$ cat src/rtl/cheri_cap_guard.sv
// +----------------------------------------------------------------------------+
// | cheri_cap_guard: capability bounds/permission check with trap latch        |
// | Optional: CAP_ALIGN_CHECK_EN adds a natural-alignment fault (cause 6).     |
// | Revision: 1.0                                                              |
// +----------------------------------------------------------------------------+
`default_nettype none

module cheri_cap_guard #(
  parameter int XLEN   = 32,
  parameter int CIDX_W = 2,
  parameter int FCNT_W = 16
) (
  input  logic              clk,
  input  logic              rst,
  input  logic              cap_we,
  input  logic [CIDX_W-1:0] cap_widx,
  input  logic              cap_wtag,
  input  logic [XLEN-1:0]   cap_wbase,
  input  logic [XLEN-1:0]   cap_wlength,
  input  logic [2:0]        cap_wperm,
  input  logic              req_valid,
  output logic              req_ready,
  input  logic [CIDX_W-1:0] req_idx,
  input  logic [XLEN-1:0]   req_addr,
  input  logic [1:0]        req_size,
  input  logic              req_load,
  input  logic              req_store,
  input  logic              req_exec,
  input  logic [XLEN-1:0]   req_pc,
  output logic              rsp_valid,
  output logic              rsp_ok,
  output logic [2:0]        rsp_cause,
  output logic              trap,
  output logic [2:0]        trap_cause,
  output logic [XLEN-1:0]   trap_epc,
  output logic [XLEN-1:0]   trap_addr,
  input  logic              trap_clr,
  output logic [FCNT_W-1:0] fault_cnt
);

  localparam int NUM_CAPS = 1 << CIDX_W;

  localparam logic [2:0] c_CAUSE_NONE  = 3'd0;
  localparam logic [2:0] c_CAUSE_TAG   = 3'd1;
  localparam logic [2:0] c_CAUSE_LOAD  = 3'd2;
  localparam logic [2:0] c_CAUSE_STORE = 3'd3;
  localparam logic [2:0] c_CAUSE_EXEC  = 3'd4;
  localparam logic [2:0] c_CAUSE_BNDS  = 3'd5;
`ifdef CAP_ALIGN_CHECK_EN
  localparam logic [2:0] c_CAUSE_ALGN  = 3'd6;
`endif

  logic [NUM_CAPS-1:0]           r_tag;
  logic [NUM_CAPS-1:0][XLEN-1:0] r_base;
  logic [NUM_CAPS-1:0][XLEN-1:0] r_len;
  logic [NUM_CAPS-1:0][2:0]      r_perm;

  logic              r_rsp_valid;
  logic              r_rsp_ok;
  logic [2:0]        r_rsp_cause;
  logic              r_trap;
  logic [2:0]        r_trap_cause;
  logic [XLEN-1:0]   r_trap_epc;
  logic [XLEN-1:0]   r_trap_addr;
  logic [FCNT_W-1:0] r_fcnt;

  logic            w_accept;
  logic            w_any_right;
  logic [2:0]      w_perm;
  logic [XLEN:0]   w_span;
  logic [XLEN:0]   w_top;
  logic [XLEN:0]   w_end;
  logic            w_in_bounds;
  logic [2:0]      w_cause;

  assign w_accept    = req_valid & ~r_trap;
  assign w_any_right = req_load | req_store | req_exec;
  assign w_perm      = r_perm[req_idx];

  // Bounds are evaluated one bit wider than XLEN so top/end never wrap.
  assign w_span      = (XLEN+1)'(4'd1 << req_size);
  assign w_top       = {1'b0, r_base[req_idx]} + {1'b0, r_len[req_idx]};
  assign w_end       = {1'b0, req_addr} + w_span;
  assign w_in_bounds = (req_addr >= r_base[req_idx]) && (w_end <= w_top);

`ifdef CAP_ALIGN_CHECK_EN
  logic w_misaligned;
  // Size 3 gives w_span[2:0] = 0, so the mask wraps to 3'b111 as required.
  assign w_misaligned = |(req_addr[2:0] & (w_span[2:0] - 3'd1));
`endif

  always_comb begin
    w_cause = c_CAUSE_NONE;
    if (w_any_right) begin
      if (!r_tag[req_idx])                w_cause = c_CAUSE_TAG;
      else if (req_load  && !w_perm[0])   w_cause = c_CAUSE_LOAD;
      else if (req_store && !w_perm[1])   w_cause = c_CAUSE_STORE;
      else if (req_exec  && !w_perm[2])   w_cause = c_CAUSE_EXEC;
      else if (!w_in_bounds)              w_cause = c_CAUSE_BNDS;
`ifdef CAP_ALIGN_CHECK_EN
      else if (w_misaligned)              w_cause = c_CAUSE_ALGN;
`endif
    end
  end

  // A check in the same cycle as a write to its index sees the old value.
  always_ff @(posedge clk) begin
    if (rst) begin
      for (int i = 0; i < NUM_CAPS; i++) begin
        r_tag[i]  <= (i == 0);
        r_base[i] <= '0;
        r_len[i]  <= (i == 0) ? '1 : '0;
        r_perm[i] <= (i == 0) ? 3'b111 : 3'b000;
      end
    end else if (cap_we) begin
      r_tag[cap_widx]  <= cap_wtag;
      r_base[cap_widx] <= cap_wbase;
      r_len[cap_widx]  <= cap_wlength;
      r_perm[cap_widx] <= cap_wperm;
    end
  end

  always_ff @(posedge clk) begin
    if (rst) begin
      r_rsp_valid  <= 1'b0;
      r_rsp_ok     <= 1'b0;
      r_rsp_cause  <= c_CAUSE_NONE;
      r_trap       <= 1'b0;
      r_trap_cause <= c_CAUSE_NONE;
      r_trap_epc   <= '0;
      r_trap_addr  <= '0;
      r_fcnt       <= '0;
    end else begin
      r_rsp_valid <= w_accept;
      r_rsp_ok    <= w_accept && (w_cause == c_CAUSE_NONE);
      r_rsp_cause <= w_accept ? w_cause : c_CAUSE_NONE;
      if (w_accept && (w_cause != c_CAUSE_NONE)) begin
        r_trap       <= 1'b1;
        r_trap_cause <= w_cause;
        r_trap_epc   <= req_pc;
        r_trap_addr  <= req_addr;
        if (r_fcnt != '1) r_fcnt <= r_fcnt + FCNT_W'(1);
      end else if (trap_clr && r_trap) begin
        r_trap <= 1'b0;
      end
    end
  end

  assign req_ready  = ~r_trap;
  assign rsp_valid  = r_rsp_valid;
  assign rsp_ok     = r_rsp_ok;
  assign rsp_cause  = r_rsp_cause;
  assign trap       = r_trap;
  assign trap_cause = r_trap_cause;
  assign trap_epc   = r_trap_epc;
  assign trap_addr  = r_trap_addr;
  assign fault_cnt  = r_fcnt;

endmodule

`default_nettype wire

$ cat config.mk
export PLATFORM = sky130hd
export DESIGN_NAME = cheri_cap_guard
export DESIGN_NICKNAME = d
export VERILOG_FILES = /design/src/rtl/cheri_cap_guard.sv
export SDC_FILE = /design/constraint.sdc
export NUM_CORES = 1
export LEC_CHECK = 0
export CORE_MARGIN = 4
export CORE_UTILIZATION = 41
export CTS_CLUSTER_SIZE = 28
export DETAILED_ROUTE_END_ITERATION = 7
export MAX_ROUTING_LAYER = met4
export PLACE_DENSITY = 0.68
export SYNTH_ARGS = -nofsm -noshare
export SYNTH_HDL_FRONTEND = slang
export SYNTH_SLANG_ARGS = --single-unit
$ cat constraint.sdc
create_clock -name clk -period 9.9 [get_ports clk]
set_input_delay 1.98 -clock clk [delete_from_list [all_inputs] [get_ports clk]]
set_output_delay 1.98 -clock clk [all_outputs]
set_load 0.05 [all_outputs]
==> results.md <==
- Routed wire per std cell: 18.21 um
- Fraction of registers with async set/reset: 0%
- Ports: around 240
- Clock Skews: around 0.02 ns
- Cts bufs inserted: 39
- Clk sinks: between 300 and 400
- Hold crit path type: register to register
- CP max stage delay: ~0.75 ns
- Slowest stage cell, crit path: or2_2
- Cell Area, Synth: roughly 18,000 um2
- Required time worst endpoint: 10.37 ns
- Hold_buf cts: 0
- Inst Count DP: 2,888
- DP HPWL: 36,010 um
- Clk Latency, worst-skew pair: 0.56 ns
- Post-synthesis register bit count: between 300 and 400
- CTS tree: done
- Crit path max fanout: between 40 and 50
- 1st-pass router iterations: 5
- Tmin final: between 8 and 9 ns
- Residual DRC count: 0
- Worst path cell trace: buf_4 > buf_4 > mux4_2 > ha_1 > nor2_1 > a211oi_1 > o21ai_0 > a21boi_0 > nand3_1 > a31oi_1 > a21o_1 > a21oi_1 > o21ai_0 > ha_1 > nand4_1 > nor3_1 > a221oi_1 > o21ai_0 > a311o_2 > a211oi_4 > or2_2 > buf_4 > o41ai_1 > a21oi_1
- Number of vias per cell: approximately 5.4
- Synthesis warning total: 0
- Endpoint class of the critical path: register
- CP arrival: 8.94 ns
- Peak supply drop: ~120 uV
- Slew @ Worst Pin: 1.173 ns
- RSZ-0062 raised after global routing: no
- Leak: slightly above 8 nW
- Routed Antenna Nets: 0
- RePlAce Congestion: 0.9012
- Die height: between 200 and 250 um
- Post-Route WL: 53,970 um
- CTS clk-pin slew, worst paths: around 0.06 ns
- Die area: 47,500 um2
- Antenna violations before repair: 5
- Core area: 43,360 um2
- Avg Cell Area, Syn: between 8 and 9 um2
- Final nets: 2,594
- Post-synthesis sequential area ratio: 39.99%
- Setup-failing EPs final: 0
- Highest clock rate: 118.1 MHz
- Post-CTS setup buffers: 0
- Initial DRC count: about 1.2k
- # rows: between 70 and 80
- Non-Filler Instances: ~3.0k
- PostCTS Resize Cnt: 0
- Final Hold Fails: 0
- Root Driver: clkbuf_16
- PwrDens: ~170 nW/um2
- Share of cells above drive strength 1: between 8 and 9%
- Post-synthesis cell type count: 72
- Status: finished clean
- Die Wd: between 200 and 250 um
- Vias in the first global route: 15.52k
- Post-Synthesis Cells: between 2k and 2.5k
- Area growth syn-to-layout: 21.99%
- GRT Total Usage: about 23%
- Max_slew headroom: 21.80%
- Clk buf depth: 3
- Grt ovf: 0
- Max-cap check violation count: 0
- Final worst path period share: around 86%
- Setup TNS: 0 ns
- Syn_nets: roughly 2.4k
- Top FF cell, synth: dfxtp_1
- First-pass GRT wire length: roughly 85,000 um
- Htree depth: 2
- Pins Over Slew Limit: 0
- Vias after detailed routing: 15.92k
- Largest net degree at the start of global routing: between 150 and 200
- Final hold slack: ~0.45 ns
- Initial Util: 41.68%
- PortBufs: around 240
- Classification of the worst setup path: input pin to register
- EDFF count, synth: 0
- Startpoint types: input pin
==> cell type report <==
cell class | count | area [um2]
clock buffer | 58 | 1129
clock inverter | 11 | 148.9
timing repair buffer | 253 | 2487
inverter | 53 | 198.9
sequential | 361 | 7227
multi-input combinational | 1636 | 10110
tap | 585 | 732.0
antenna | 6 | 15.01
fill | 4079 | 21320
==> state kept, by name, indices dropped and copies added, names as in the netlist, 4 cells and up <==
register	flops
r_perm	12
fault_cnt	16
r_base	128
r_len	128
trap_epc	32
r_tag	4
trap_addr	32
==> path summary, 6_finish.rpt <==
kind / start / slack, ns / endpoint / cells past startpoint
min: r_base[127] / 0.45 / r_base[127] / 2
min reg2reg: r_base[127] / 0.45 / r_base[127] / 2
max reg2reg: r_base[64] / 3.16 / fault_cnt[10] / 24
max: req_idx[0] / 1.43 / fault_cnt[10] / 24
==> synthesized netlist by cell type, types with 7 or more instances <==
library cell,count,area (um2)
a211oi_1,7,52.55
a21o_1,27,202.7
a21oi_1,351,1757
a21oi_2,10,87.58
and3_1,10,62.56
buf_1,19,71.32
buf_6,8,90.09
clkbuf_1,104,390.4
dfxtp_1,361,7227
ha_1,102,1276
inv_1,53,198.9
mux4_2,68,1531
nand2_1,705,2646
nand2_2,11,68.82
nand2b_1,10,62.56
nand3_1,28,140.1
nand3b_1,40,300.3
nand4_1,25,156.4
nor2_1,46,172.7
nor2b_1,8,50.05
nor3_1,14,70.07
o21ai_0,29,145.1
xnor2_1,37,324.1
xor2_1,25,219.0
==> routing by layer <==
layer	wire, um	GRT usage (%)
met5	0	-
met4	1171	6.193
met3	4206	4.041
met2	25200	36.39
met1	23390	30.09
==> cells in the final DEF, fill, tap and decap left out, drive strengths merged, types with 5 or more instances in the layout <==
cell type / synthesis / layout
clkbuf: 104 / 58
and3: 10 / 10
nand4: 26 / 26
a21o: 27 / 27
mux4: 68 / 68
xnor2: 37 / 37
nand2b: 12 / 12
nor2: 46 / 46
xor2: 25 / 25
clkinv: 0 / 7
o21ai: 29 / 29
nor3: 15 / 15
a31oi: 6 / 6
ha: 102 / 102
nor4: 6 / 6
nor2b: 8 / 8
dfxtp: 361 / 361
clkdlybuf4s50: 0 / 232
diode: 0 / 6
nand2: 717 / 717
a211oi: 8 / 8
nand3b: 40 / 40
and2: 5 / 5
a21oi: 361 / 361
buf: 30 / 21
nand3: 28 / 28
inv: 53 / 54
==> power breakdown <==
| group | internal, W | leakage (nW) | switching (W) |
|---|---|---|---|
| sequential | 0.00151 | 2.94 | 0.0000307 |
| clock | 0.000869 | 0.628 | 0.000600 |
| combinational | 0.000246 | 4.61 | 0.000382 |
| total | 0.00263 | 8.18 | 0.00101 |
==> worst max-delay path: cells and delay by family <==
kind	cells	cell delay (ns)
AOI/OAI and AO/OA	13	3.32
and+or+nand+nor	5	1.23
buffers and inverters	3	1.15
muxes	1	0.54
adders and majority gates	2	0.65
==> stage by stage <==
step	setup WS [ns]	power, W	instance area (um2)	utilization [%]
after floorplan	1.740	0.001970	18070	-
after global placement	1.128	0.002184	20750	47.86
after global routing	0.9119	0.003786	22040	50.84
after detailed placement	1.035	0.002202	20750	47.86
final	1.432	0.003641	22050	50.84
after CTS	1.593	0.003668	22030	50.81
==> cells by family (layout without fill, tap and decap cells) <==
| group | Yosys count | count (layout) | synth area share [%] |
|---|---|---|---|
| simple gates | 934 | 934 | 22.36 |
| compound gates | 465 | 465 | 14.40 |
| flops | 361 | 361 | 39.99 |
| buf+inv | 187 | 375 | 4.292 |
| fa+ha+maj | 104 | 104 | 7.283 |
| mux | 71 | 71 | 8.668 |
| xor+xnor | 62 | 62 | 3.005 |
| other cells | 0 | 6 | 0 |
Note: power is estimated with default switching activity, not from simulation.
==> patch 1, RTL diff (same flow settings) <==
Change the parameter `CIDX_W` from 2 to 3.
--- a/src/rtl/cheri_cap_guard.sv
+++ b/src/rtl/cheri_cap_guard.sv
@@ -7,7 +7,7 @@
 
 module cheri_cap_guard #(
   parameter int XLEN   = 32,
-  parameter int CIDX_W = 2,
+  parameter int CIDX_W = 3,
   parameter int FCNT_W = 16
 ) (
   input  logic              clk,
Ports: changed (resized cap_widx and req_idx); port bits go from 236 to 238. No check against the original RTL was run, so the function may have changed too.
==> patch 1 against the original RTL <==
  * Sequential share of layout area up 3.2 points
  * Worst setup slack better by 1.3 ps
  * Non-clock buffer count is 23 higher
  * Sequential cell count up 272
  * Routed wire length grew 76%
  * Synthesized area is 67% higher
  * Cell area grew 60%
  * Total power is 65% higher
  * Largest power group unchanged
==> patch 1: results (changes against the original RTL) <==
status - finished clean
Worst Hold Launch - r_base[182]
share of cells above drive strength 1 - 9.679% (+1.5 points)
row count - 99 (+30%)
drt first pass iters - 6 (+1)
Clock transition at path regs - 60 ps (about the same)
initial DRC count - 2444 (+99%)
worst-case clock buffer depth - 3 (unchanged)
I/O Buffers - 237 (+0.85%)
GRT Overall Usage - 24.19% (+1.4 points)
Fillers - 6842 (+68%)
Num CTS Buffers - 68 (+74%)
post-detail-place hpwl - 58270 microns (+62%)
number of distinct library cells after synthesis - 65 (-9.7%)
WHS Path Cells - 2 (unchanged)
largest net degree at the start of global routing - 217 (+29%)
min-delay worst type - flip-flop to flip-flop
synth warn - 0 (unchanged)
Peak VDD IR - 0.0001584 V (+30%)
synth top area cells - dfxtp_1, nand2_1, mux4_2
Crit-path slowest cell - mux4_2
H-tree levels - 3 (+1)
setup bufs post-CTS - 0 (unchanged)
post-synthesis async set-or-reset flop share - 0% (unchanged)
crit-path max cell delay - 530 ps (-220 ps)
delay-heaviest family, CP - compound AO/OA/AOI/OAI gates
NumNets Final - 3850 (+48%)
vias per cell - 5.522 (+2.8%)
Worst R2R End - fault_cnt[4]
first-pass GRT wire length - 144200 microns (+70%)
worst slew pin tran - 1175 ps (+2.171 ps)
Mapped Nets - 3811 (+57%)
vias in the first global route - 24201 (+56%)
antenna violations before repair - 16 (+11)
Arr. time, crit path - 8960 ps (+20 ps)
Seq/Total Area, Yosys - 41.97% (+2.0 points)
R2R depth - 23 (-4.2%)
biggest regs - r_base x256, r_len x256
WHS Endpoint - r_base[182]
R2R Path Start - r_base[226]
leakage - 12.95 nW (+58%)
CTS Root Buffer Type - clkbuf_16
Gates resized, CTS repair - 0 (unchanged)
worst-path fanout max - 36 (-23%)
final wirelength - 94960 microns (+76%)
GPL Wtd Cong - 0.8949 (-0.70%)
Max Clock Skew - 17.49 ps (-2.530 ps)
top cells by count, synth - nand2_1, dfxtp_1, a21oi_1
ys flop type - dfxtp_1
clock latency on the worst-skew pair - 620 ps (+60 ps)
flop2flop setup slack - 3150 ps (about the same)
-- patch 1: worst max-delay path by stage --
stage	depth (start not counted)	endpoint	slack (ps)	startpoint
floorplan	28	fault_cnt[3]	1020	req_idx[1]
detailed placement	26	fault_cnt[7]	870	req_idx[0]
finish	25	fault_cnt[4]	1430	req_idx[0]
global route	24	fault_cnt[4]	910	req_idx[1]
global placement	26	fault_cnt[7]	1030	req_idx[0]
CTS	26	fault_cnt[7]	1500	req_idx[0]
-- patch 1: worst min-delay path: stages, from the launching register on --
cell and delay (ps):
dfxtp_1 300, nand2_1 50, a21oi_1 50
-- patch 1: area by class of cell --
cell class | count | area, sq um | area share (%)
Multi-Input combinational cell | 2562 | 16060 | 45.63
Sequential cell | 633 | 12670 | 36.01
Timing Repair Buffer | 276 | 2735 | 7.772
Clock buffer | 105 | 2085 | 5.923
Tap cell | 959 | 1200 | 3.409
Inverter | 57 | 214.0 | 0.6079
Clock inverter | 14 | 196.4 | 0.5582
Antenna cell | 13 | 32.53 | 0.09243
-- patch 1: logic make-up after synthesis --
family	Yosys count	synth area share, %
fa+ha+maj	104	4.359
compound gates	679	12.12
buf+inv	364	5.308
flops	633	41.97
xor+xnor	56	1.624
simple gates	1443	19.53
mux	280	15.09
-- patch 1: metal layers --
metal / GRT usage, % / vias to the layer above / wire length (microns)
met1: 30.98 / 12276 / 39700
li1: - / 12117 / -
met4: 8.548 / 0 / 2756
met5: - / - / 0
met3: 4.892 / 168 / 7470
met2: 38.30 / 945 / 45040
-- patch 1: per-stage QoR --
stage                     std cells  worst slack, ps  hold slack, ps  area, sq um  power, W
after global placement         4487             1029           438.0        32880  0.003418
after floorplan                3559             1021           433.1        30200  0.003180
after CTS                      4606             1501           452.0        35160  0.006025
final                          4619             1433           451.1        35190  0.005994
after detailed placement       4487            874.5           443.3        32880  0.003428
after global routing           4619            905.6           465.5        35190  0.006178
-- patch 1: power by group --
part	internal [W]	switching, W	total (W)
clock network	0.00156	0.00106	0.00262
registers	0.00262	0.0000360	0.00265
logic	0.000279	0.000447	0.000726
==> patch 2, RTL diff (same flow settings) <==
Without the edit above. Put one more register stage on the output `fault_cnt`, with the module's reset. The value now appears one clock later. The other outputs are not delayed to match.
--- a/src/rtl/cheri_cap_guard.sv
+++ b/src/rtl/cheri_cap_guard.sv
@@ -154,7 +154,13 @@
   assign trap_cause = r_trap_cause;
   assign trap_epc   = r_trap_epc;
   assign trap_addr  = r_trap_addr;
-  assign fault_cnt  = r_fcnt;
+  always_ff @(posedge clk) begin
+    if (rst) begin
+      fault_cnt <= '0;
+    end else begin
+      fault_cnt <= r_fcnt;
+    end
+  end
 
 endmodule
 
Function: changed (a bounded check fails within 4 cycles, from zero or initial values and one cycle with rst high).
==> patch 2 against the original RTL <==
  * Synthesized area rose by 3.7%
  * Cell area is 3.0% higher
  * Critical path depth rose by 1
  * First-iteration DRC count up 15%
  * Total power grew 4.4%
  * Sequential cell count rose by 16
  * Core utilization is 0.69 points lower
  * Worst setup slack gained 43 ps
  * Routed wire length increased by 4.8%
  * Highest routed layer unchanged
==> patch 2: results (changes against the original RTL) <==
status - finished clean
Seq/Total Area, Yosys - 40.26% (+0.27 points)
Inst Count DP - 2936 (+1.7%)
GPL Wtd Cong - 0.8828 (-2.0%)
leakage - 8.404 nW (+2.7%)
Internal - 0.002718 W (+3.4%)
final wirelength - 56550 microns (+4.8%)
post-detail-place hpwl - 37610 microns (+4.4%)
Peak VDD IR - 0.0001294 V (+5.9%)
Max Clock Skew - 14.40 ps (-5.617 ps)
drt first pass iters - 8 (+3)
share of cells above drive strength 1 - 8.022% (-0.11 points)
number of distinct library cells after synthesis - 74 (+2.8%)
synth top area cells - dfxtp_1, nand2_1, a21oi_1
NumNets Final - 2629 (+1.3%)
average routed wire per standard cell - 18.74 microns (+2.9%)
first-pass GRT wire length - 88710 microns (+4.5%)
top cells by count, synth - nand2_1, dfxtp_1, a21oi_1
worst slew pin tran - 1111 ps (-62.40 ps)
Num CTS Buffers - 41 (+5.1%)
Arr. time, crit path - 8910 ps (-30 ps)
largest net degree at the start of global routing - 163 (-3.0%)
worst-case clock buffer depth - 3 (unchanged)
vias per cell - 5.502 (+2.4%)
Syn Inst Count - 2234 (+2.3%)
initial DRC count - 1418 (+15%)
worst-path fanout max - 33 (-30%)
GRT Overall Usage - 22.67% (-0.14 points)
fin area - 22710 sq um (+3.0%)
Placed Area - 21380 sq um (+3.0%)
vias in the first global route - 16343 (+5.3%)
Mapped Nets - 2484 (+2.1%)
flop2flop setup slack - 3190 ps (+30 ps)
==> patch 2: cell count changes after synthesis, moves of 11 or more <==
cell / change
nand2_1: -113
nand3_1: +59
o21ai_0: +50
nor2b_1: +17
dfxtp_1: +16
buf_2: +13
nand2_2: -11
==> patch 2: kinds of logic after synthesis <==
kind of cell | count (synthesis) | share of synthesized area, %
simple gates | 895 | 21.28
compound gates | 524 | 15.47
flops | 377 | 40.26
buf+inv | 196 | 4.278
fa+ha+maj | 104 | 7.022
mux | 82 | 9.071
xor+xnor | 56 | 2.616
==> patch 2: power groups by stage <==
stage	clock network (W)	registers, W	logic (W)
2_1_floorplan	0	0.00173	0.000354
3_3_place_gp	0	0.00165	0.000669
3_5_place_dp	0	0.00165	0.000684
4_1_cts	0.00152	0.00162	0.000687
5_1_grt	0.00158	0.00163	0.000747
6_report	0.00149	0.00162	0.000687
==> patch 2: final timing paths <==
kind                                  from     endpoint  cells past startpoint
worst min register to register  r_len[120]   r_len[120]                      2
worst max register to register   r_base[0]  trap_epc[3]                     24
worst max-delay path            req_idx[0]  trap_epc[3]                     25
worst min-delay path            r_len[120]   r_len[120]                      2
==> patch 2: through the flow <==
stage | hold WS, ps | setup WS, ps | power [W] | util, %
2_1_floorplan | 432.7 | 1481 | 0.002088 | -
3_3_place_gp | 438.0 | 1172 | 0.002319 | 47.21
3_5_place_dp | 443.1 | 905.9 | 0.002337 | 47.21
4_1_cts | 450.6 | 1489 | 0.003831 | 50.08
5_1_grt | 467.4 | 762.1 | 0.003955 | 50.14
6_report | 451.8 | 1475 | 0.003799 | 50.15
==> patch 2: per-layer routing <==
metal	track usage, %	part of all wire [%]	vias up	wire length, microns
li1	-	-	8025	-
met1	29.26	44	7944	24700
met2	36.96	47	567	26550
met3	4.700	7.7	68	4353
met4	5.162	1.7	0	955
met5	-	0	-	0
==> patch 2: final cells by class <==
type	instances	area [sq um]
inverters	47	176.4
clock inverters	11	96.34
repair buffers	251	2472
well taps	600	750.7
diodes	12	30.03
flip-flops and latches	377	7547
fillers	4301	22570
clock buffers	59	1204
multi-input cells	1661	10430
==> patch 2: worst max-delay path: stages <==
cell	delay, ps
buf_4	500
mux4_2	370
ha_1	170
inv_1	50
fa_1	390
nor2b_1	130
o21a_1	130
o21ai_0	130
a2111oi_0	600
o21ai_0	340
o22ai_1	330
a211oi_1	180
o21ai_0	390
a311oi_1	180
ha_1	350
nand4_1	130
or3_4	430
nor4_4	350
a31o_1	210
a211oi_2	80
o211ai_2	310
and3_2	450
buf_4	360
o21ai_0	160
a21oi_1	140
